`src/rtl/mem_bus_responder_pkg.sv`:
```
// Shared types and constants for the memory bus responder: FSM state encoding,
// default wait-state count, and the address-check widths.
package mem_bus_responder_pkg;

    localparam int unsigned AddrWidth      = 32;
    localparam int unsigned DataWidth      = 32;
    localparam int unsigned AlignBits      = 2;
    localparam int unsigned CntWidth       = 4;
    localparam int unsigned WaitCycDefault = 2;

    typedef enum logic [1:0] {
        StIdle = 2'd0,
        StWait = 2'd1,
        StAck  = 2'd2,
        StDone = 2'd3
    } state_e;

    // Rejects misaligned byte addresses and addresses beyond the word RAM.
    function automatic logic addr_err(input logic [AddrWidth-1:0] addr,
                                      input int unsigned depth_log2);
        logic [AddrWidth-1:0] hi_mask;
        hi_mask = ~((AddrWidth'(1) << (depth_log2 + AlignBits)) - AddrWidth'(1));
        return (addr[AlignBits-1:0] != '0) || ((addr & hi_mask) != '0);
    endfunction

endpackage

```
`src/rtl/mem_bus_responder_if.sv`:
```
// Four-phase request/acknowledge bus between an initiator (master) and the
// responder (slave).
interface mem_bus_responder_if;
    import mem_bus_responder_pkg::*;

    logic                 req;
    logic                 we;
    logic [AddrWidth-1:0] addr;
    logic [DataWidth-1:0] wdata;
    logic                 ack;
    logic                 err;
    logic [DataWidth-1:0] rdata;
    logic                 busy;

    modport master (
        output req, we, addr, wdata,
        input  ack, err, rdata, busy
    );

    modport slave (
        input  req, we, addr, wdata,
        output ack, err, rdata, busy
    );

endinterface

```
`src/rtl/mem_word_ram.sv`:
```
// Single-port word RAM: synchronous write, asynchronous read, no reset so
// contents survive a responder reset.
module mem_word_ram
    import mem_bus_responder_pkg::*;
#(
    parameter int unsigned DEPTH_LOG2 = 6
) (
    input  logic                  clk,
    input  logic                  we,
    input  logic [DEPTH_LOG2-1:0] addr,
    input  logic [DataWidth-1:0]  wdata,
    output logic [DataWidth-1:0]  rdata
);

    logic [DataWidth-1:0] mem [2**DEPTH_LOG2];

    always_ff @(posedge clk) begin
        if (we) begin
            mem[addr] <= wdata;
        end
    end

    assign rdata = mem[addr];

endmodule

```
`src/rtl/mem_bus_responder.sv`:
```
// Memory bus responder: captures a four-phase request, inserts WAIT_CYC wait
// states, then acknowledges a load/store against a word RAM.
module mem_bus_responder
    import mem_bus_responder_pkg::*;
#(
    parameter int unsigned WAIT_CYC   = WaitCycDefault,
    parameter int unsigned DEPTH_LOG2 = 6
) (
    input  logic                 clk,
    input  logic                 rst,
    mem_bus_responder_if.slave   bus
);

    state_e                state_q, state_d;
    logic [CntWidth-1:0]   cnt_q, cnt_d;
    logic                  we_q;
    logic                  err_q;
    logic [DEPTH_LOG2-1:0] idx_q;
    logic [DataWidth-1:0]  wdata_q;
    logic [DataWidth-1:0]  rdata_q;
    logic [DataWidth-1:0]  ram_rdata;
    logic [DataWidth-1:0]  load_val;
    logic                  ram_we;
    logic                  capture;

    assign capture  = (state_q == StIdle) && bus.req;
    assign load_val = err_q ? '0 : ram_rdata;
    // A reset landing on the ACK cycle suppresses the write as well as the ack.
    assign ram_we   = (state_q == StAck) && we_q && !err_q && !rst;

    mem_word_ram #(
        .DEPTH_LOG2 (DEPTH_LOG2)
    ) u_ram (
        .clk   (clk),
        .we    (ram_we),
        .addr  (idx_q),
        .wdata (wdata_q),
        .rdata (ram_rdata)
    );

    always_ff @(posedge clk) begin
        if (rst) begin
            state_q <= StIdle;
            cnt_q   <= '0;
        end else begin
            state_q <= state_d;
            cnt_q   <= cnt_d;
        end
    end

    always_ff @(posedge clk) begin
        if (rst) begin
            we_q    <= 1'b0;
            err_q   <= 1'b0;
            idx_q   <= '0;
            wdata_q <= '0;
            rdata_q <= '0;
        end else begin
            if (capture) begin
                we_q    <= bus.we;
                err_q   <= addr_err(bus.addr, DEPTH_LOG2);
                idx_q   <= bus.addr[DEPTH_LOG2+1:2];
                wdata_q <= bus.wdata;
            end
            if ((state_q == StAck) && !we_q) begin
                rdata_q <= load_val;
            end
        end
    end

    always_comb begin
        state_d = state_q;
        cnt_d   = cnt_q;
        unique case (state_q)
            StIdle: begin
                if (bus.req) begin
                    cnt_d   = CntWidth'(WAIT_CYC);
                    state_d = (WAIT_CYC == 0) ? StAck : StWait;
                end
            end
            StWait: begin
                cnt_d = cnt_q - CntWidth'(1);
                if (cnt_q <= CntWidth'(1)) begin
                    state_d = StAck;
                end
            end
            StAck: begin
                state_d = StDone;
            end
            StDone: begin
                // Wait for the request to drop so one high phase yields one ack.
                if (!bus.req) begin
                    state_d = StIdle;
                end
            end
            default: begin
                state_d = StIdle;
            end
        endcase
    end

    always_comb begin
        bus.ack   = 1'b0;
        bus.err   = 1'b0;
        bus.busy  = 1'b0;
        bus.rdata = rdata_q;
        if ((state_q == StAck) && !rst) begin
            bus.ack = 1'b1;
            bus.err = err_q;
        end
        if (state_q != StIdle) begin
            bus.busy = 1'b1;
        end
        // Load data shows in the ack cycle itself and is then held by rdata_q.
        if ((state_q == StAck) && !we_q) begin
            bus.rdata = load_val;
        end
    end

endmodule

```
`src/flat_wrapper.sv`:
```
// flat-port wrapper written by rule: the top's interface ports become plain ports
module mem_bus_responder_flat import mem_bus_responder_pkg::*;
#(
    parameter int unsigned WAIT_CYC   = WaitCycDefault,
    parameter int unsigned DEPTH_LOG2 = 6
)
  (clk, rst, bus_req, bus_we, bus_addr, bus_wdata, bus_ack, bus_err, bus_rdata, bus_busy);
  mem_bus_responder_if bus_i ();
  input  logic clk;
  input  logic rst;
  input wire logic [$bits(bus_i.req)-1:0] bus_req;
  input wire logic [$bits(bus_i.we)-1:0] bus_we;
  input wire logic [$bits(bus_i.addr)-1:0] bus_addr;
  input wire logic [$bits(bus_i.wdata)-1:0] bus_wdata;
  output wire logic [$bits(bus_i.ack)-1:0] bus_ack;
  output wire logic [$bits(bus_i.err)-1:0] bus_err;
  output wire logic [$bits(bus_i.rdata)-1:0] bus_rdata;
  output wire logic [$bits(bus_i.busy)-1:0] bus_busy;
  assign bus_i.req = bus_req;
  assign bus_i.we = bus_we;
  assign bus_i.addr = bus_addr;
  assign bus_i.wdata = bus_wdata;
  assign bus_ack = bus_i.ack;
  assign bus_err = bus_i.err;
  assign bus_rdata = bus_i.rdata;
  assign bus_busy = bus_i.busy;
  mem_bus_responder #(.WAIT_CYC(WAIT_CYC), .DEPTH_LOG2(DEPTH_LOG2)) u_core (.clk(clk), .rst(rst), .bus(bus_i));
endmodule
```
`config.mk`:
```
export PLATFORM = sky130hd
export DESIGN_NAME = mem_bus_responder_flat
export DESIGN_NICKNAME = d
export VERILOG_FILES = /design/src/rtl/mem_bus_responder_pkg.sv /design/src/rtl/mem_bus_responder_if.sv /design/src/rtl/mem_word_ram.sv /design/src/rtl/mem_bus_responder.sv /design/src/flat_wrapper.sv
export SDC_FILE = /design/constraint.sdc
export NUM_CORES = 2
export LEC_CHECK = 0
export CAP_MARGIN = 30
export CORE_ASPECT_RATIO = 1.4
export CORE_MARGIN = 10
export CORE_UTILIZATION = 42
export CTS_CLUSTER_SIZE = 25
export DETAILED_ROUTE_END_ITERATION = 12
export PLACE_DENSITY = 0.63
export SETUP_SLACK_MARGIN = 0.5
export SYNTH_ARGS = -nofsm -noshare
export SYNTH_HDL_FRONTEND = slang
export SYNTH_SLANG_ARGS = --single-unit
```
`constraint.sdc`:
```
create_clock -name clk -period 4.8 [get_ports clk]
set_clock_uncertainty 0.2 [all_clocks]
set_input_delay 0.96 -clock clk [delete_from_list [all_inputs] [get_ports clk]]
set_output_delay 0.96 -clock clk [all_outputs]
set_load 0.02 [all_outputs]
```
Yosys cells after proc, flatten, opt, wreduce, memory -nomap -nowiden --
Memories as Yosys holds them, arrays and structs flattened. A register that Yosys moved wholly into a read port is not among the register bits. Cells that the tools add are included.
Operators by class: $add $sub $neg 1, order comparisons 1, eq/ne operators 6, muxes and demuxes 15, reductions and logical operators 17
Operator list (count):
- 32-bit two-way mux | 2
- 32-bit nonzero test | 1
- 6-bit two-way mux | 2
- 2-bit one-hot mux with 4 select lines | 1
- 4-bit one-hot mux with 2 select lines | 1
- 1-bit logical AND | 6
- 2-bit two-way mux | 3
- 2-bit nonzero test | 3
- 1-bit two-way mux | 5
- 2-bit equality test (second input constant) | 2
- 4-bit by 1-bit less-or-equal comparator with 1-bit output (second input constant) | 1
- 4-bit two-way mux | 1
- 2-bit inequality test (second input constant) | 2
- 4-bit by 1-bit subtractor with 4-bit output (second input constant) | 1
- 1-bit logical NOT | 3
- 3-bit AND reduction | 1
- 2-bit by 1-bit equality test with 1-bit output (second input constant) | 1
- 2-bit logical NOT | 1
- 2-bit by 1-bit inequality test with 1-bit output (second input constant) | 1
- 2-bit AND reduction | 1
- 1-bit logical OR | 1
Word-level totals: bits in registers 78, bits in writable memories 2048, input bits 68, output and inout bits 35, word-level logic and storage cells 48, memories 1
Memory list:
- u_core.u_ram.mem | words 64, width 32, read ports 1, clocked after memory_dff 1, wr ports 1, RTL line mem_word_ram.sv:15 | logic [DataWidth-1:0] mem [2**DEPTH_LOG2];

Logic depth before layout (Yosys ltp) --
word-level depth 6, depth in mapped cells 14

By module --
From an unflattened synthesis, not the netlist that was laid out.
Second synthesis, totals: cells, all modules 4613, area, all modules 81692.1 µm²
By module, submodules not included:
- mem_word_ram | times used 1, cells an instance 4207, area each 78287.6 µm²
- mem_bus_responder | times used 1, cells an instance 406, area each 3404.5 µm²

Worst setup path after synthesis --
No wires, ideal clock.
kind input to register, from in rst, to mem u_core.u_ram.mem[62][0] (enable), setup time 421 ps, arrival 3653 ps, required time 4179 ps, slack 526 ps, stages 5, buffers on the path 1, path through clkbuf_1 nor2b_1 nor4bb_1 nand3_1 nor2_1
Between the ends: word-level cells in the longest chain between the ends 4
Ends and longest elaborated chain:
- start, declared | RTL line flat_wrapper.sv:10 | input logic rst;
- 1-bit logical NOT | RTL line mem_bus_responder.sv:29 | assign ram_we = (state_q == StAck) && we_q && !err_q && !rst;
- 1-bit logical AND | RTL line mem_bus_responder.sv:29
- 1-bit two-way mux | RTL line mem_word_ram.sv:18 | if (we) begin
- 1-bit two-way mux (not written as such) | RTL line mem_word_ram.sv:19 | mem[addr] <= wdata;
- end, declared | RTL line mem_word_ram.sv:15
No other way between the ends.

==> summary.txt <==
Timing
  • Final setup viols: 3
  • RSZ-0062 raised after global routing: true
  • Fmax: 0.208 GHz
  • Final period utilization: 1.00
  • Measured slew at the worst slew-check pin: 1030 ps
  • Fin crit period: 4810 ps
  • Max-slew violations: 0
  • Slew HR: 0.315
  • Setup TNS: -17.7 ps
  • Final Worst Setup Slack: -10.2 ps
  • Min Hold Slack: 150 ps
  • Final Hold Vio Count: 0

Placed design
  • Post-DP HPWL: 139 mm
  • Port bufs: 102
  • Placed cell areas: 88900 µm²
  • Routability cong.: 0.827
  • Placed Cells: 6590

Drt
  • Post-route ant nets: 0
  • Drt drc: 0
  • Wire per inst: 34.0 µm
  • Initial DRC Count: 5749
  • DR vias: 42900
  • TritonRoute pass-1 iters: 5
  • Final WL: 243 mm
  • Vias per cell: 6.01

Floorplan
  • Core ar.: 195000 µm²
  • Die W: 394 µm
  • Die Area: 214000 µm²
  • Initial Util: 0.421
  • Die Ht: 543 µm
  • Row cnt: 192
  • IO Pins: 103

Yosys
  • Register area share after synthesis: 0.769
  • EDFF count, synth: 2048
  • Post-synth cell types: 70
  • Synth area leaders: edfxtp_1 (75%), mux4_2 (14%), mux2i_1 (2.4%)
  • Synthesized cell area: 82200 µm²
  • Syn_nets: 3837
  • Synth area leader: edfxtp_1
  • Syn Area/Cell: 21.8 µm²
  • Async SR Flop Fraction: 0
  • Seq cells post-synth: 2132
  • Synth Flop Type: edfxtp_1
  • Post-Synthesis Cells: 3763
  • Ys Warns: 0
  • Top cell type's share of synthesized area: 0.748

Power and ir drop
  • Pwr/cell area: 444 nW/µm²
  • Max VDD drop: 0.000340 V
  • Tot Pwr: 43900 µW
  • Leak pwr: 0.0313 µW

Hold path
  • Worst min-delay path class: input port to flip-flop

Worst setup path
  • Critical-path maximum fanout: 8
  • Worst setup EP type: output pin
  • Worst R2R Setup Slack: 960 ps
  • Arrival time at the worst endpoint: 3650 ps
  • Startpoint class of the critical path: flip-flop
  • CP max stage delay: 470 ps
  • Critical path class: flip-flop to output pin
  • Slowest-stage cell, CP: mux4_2
  • Crit-path cells: buf_8 > buf_16 > buf_6 > mux4_2 > mux4_2 > and2_4 > a21oi_2 > buf_6 > o211ai_1 > buf_4
  • Worst EP required: 3640 ps

Clocking
  • Clock sinks: 2132
  • Clk Latency, worst-skew pair: 840 ps
  • CTS tree: built
  • Root Buffer: clkbuf_16
  • Clk slew on worst S/H paths: 70 ps
  • H-tree Lvls: 4
  • Max clock buf depth: 3
  • Num CTS Buffers: 186

Global route
  • Pin count of the biggest net entering global routing: 66
  • Grt total ovfl: 0
  • Global-route wire length before repair: 334 mm
  • Vias in the first global route: 42900
  • Tot GR Track Use: 0.221
  • Initial antenna violation count: 5

Status
  • Failing checks: setup timing
  • Outcome: complete, but fails checks

Cells and area
  • Area Overhead vs Synth: 20.4%
  • Net count, final: 4450
  • Share of cells above drive strength 1: 0.354
  • Final instance area: 99000 µm²
  • Final std cells w/o fill: 7150

Run
  • Maxcap violations: 0
==> cell usage after synthesis (6+ instances only) <==
library cell	count
mux4_2	509
a31oi_1	13
buf_2	51
a2bb2oi_1	6
buf_4	33
inv_1	6
nand2b_1	9
and2_1	21
a22oi_1	62
nor2b_1	17
buf_6	47
mux2_2	17
nand3_1	28
nand2_1	175
nor3_1	10
a21oi_1	90
ha_1	6
a221o_1	8
o22ai_1	19
o211ai_1	7
buf_1	13
dfxtp_1	84
mux2i_1	199
nand4_1	10
clkbuf_1	50
and3_1	12
edfxtp_1	2048
nor4_1	14
buf_8	7
nor2_1	89
a211oi_1	18
==> worst paths after layout <==
kind,from,end,depth (start not counted)
setup / recovery,flip-flop,bus_rdata[28],10
hold / removal,rst,u_core.cnt_q[0],2
setup reg to reg,u_core.state_q[0],u_core.u_ram.mem[34][13],8
hold reg to reg,u_core.wdata_q[30],u_core.wdata_q[30],2
==> cell type report <==
cell class	instances	area, µm²
Antenna cell	3	7.51
Clock buffer	254	5140
Clock inverter	86	739
Fill cell	15400	96100
Inverter	8	33.8
Multi-Input combinational cell	1418	18900
Sequential cell	2132	63200
Tap cell	2619	3280
Timing Repair Buffer	630	7600
==> power breakdown <==
| part | internal (µW) | total (µW) | switching, µW |
|---|---|---|---|
| logic | 3550 | 7830 | 4280 |
| clock network | 7960 | 14700 | 6700 |
| registers | 21200 | 21400 | 283 |
| total | 32700 | 43900 | 11300 |
==> cell families (layout without fill, tap and decap cells) <==
logic type | Yosys count | after routing | share of synthesized area
other | 0 | 3 | 0
and+or+nand+nor | 409 | 409 | 0.0230
DFF | 2132 | 2132 | 0.769
adders and majority gates | 6 | 6 | 0.000913
AOI/OAI and AO/OA | 278 | 278 | 0.0234
muxes | 725 | 725 | 0.166
buffers and inverters | 213 | 978 | 0.0181
==> cell usage in the layout (no fill, tap or decap), types with 10 or more instances in the layout <==
master	instances
nor2_1	19
buf_8	15
edfxtp_1	2048
and2_1	19
a22oi_2	12
nand3_1	19
a211oi_1	11
clkinv_2	44
mux4_2	509
a22oi_1	52
nand4_1	10
dfxtp_2	33
clkinv_1	22
nor2_4	65
clkbuf_1	52
dfxtp_1	46
buf_4	326
nor2b_1	11
clkdlybuf4s50_1	69
clkbuf_16	201
buf_6	63
clkbuf_8	10
buf_16	43
buf_12	104
o22ai_1	10
mux2_2	15
nand2_1	159
mux2i_1	186
a21oi_1	81
nand2_2	12
==> registers in the layout, summed over array words and instances, names as in the netlist, named ones only <==
| name | count |
|---|---|
| u_core.idx_q | 6 |
| u_core.wdata_q | 32 |
| u_core.we_q | 1 |
| u_core.cnt_q | 4 |
| u_core.err_q | 1 |
| u_core.state_q | 2 |
| u_core.u_ram.mem | 2048 |
| u_core.rdata_q | 32 |
==> metrics by stage <==
stage,setup WS [ps],util
CTS,-56.5,0.500
floorplan,526,-
detailed placement,64.6,0.456
finish,-10.2,0.507
global route,-101,0.507
global placement,67.6,0.454
==> critical path: cells and delay by family, from the launching register on <==
| kind | cells | cell delay (ps) |
|---|---|---|
| buf+inv | 5 | 870 |
| flops | 1 | 460 |
| simple gates | 1 | 170 |
| compound gates | 2 | 360 |
| mux | 2 | 940 |
==> what timing repair did <==
| item | CTS | global route |
|---|---|---|
| gates cloned | 19 | 9 |
| pin swaps | 56 | 54 |
| buffers inserted | 96 | 89 |
| hold buffers | 0 | 0 |
| resized for setup | 371 | 82 |
| endpoints found under the setup margin | 32 | 32 |
==> routing by layer <==
layer  part of all wire  track usage  wire length [µm]  vias up
li1                   -            -                 -    17000
met1               0.37        0.287             89600    23100
met2               0.50        0.372            121000     2392
met3              0.089       0.0357             21700      444
met4              0.044       0.0882             10600        0
met5                  0            0                 0        -
No activity file was read; power rests on OpenSTA's default activity.
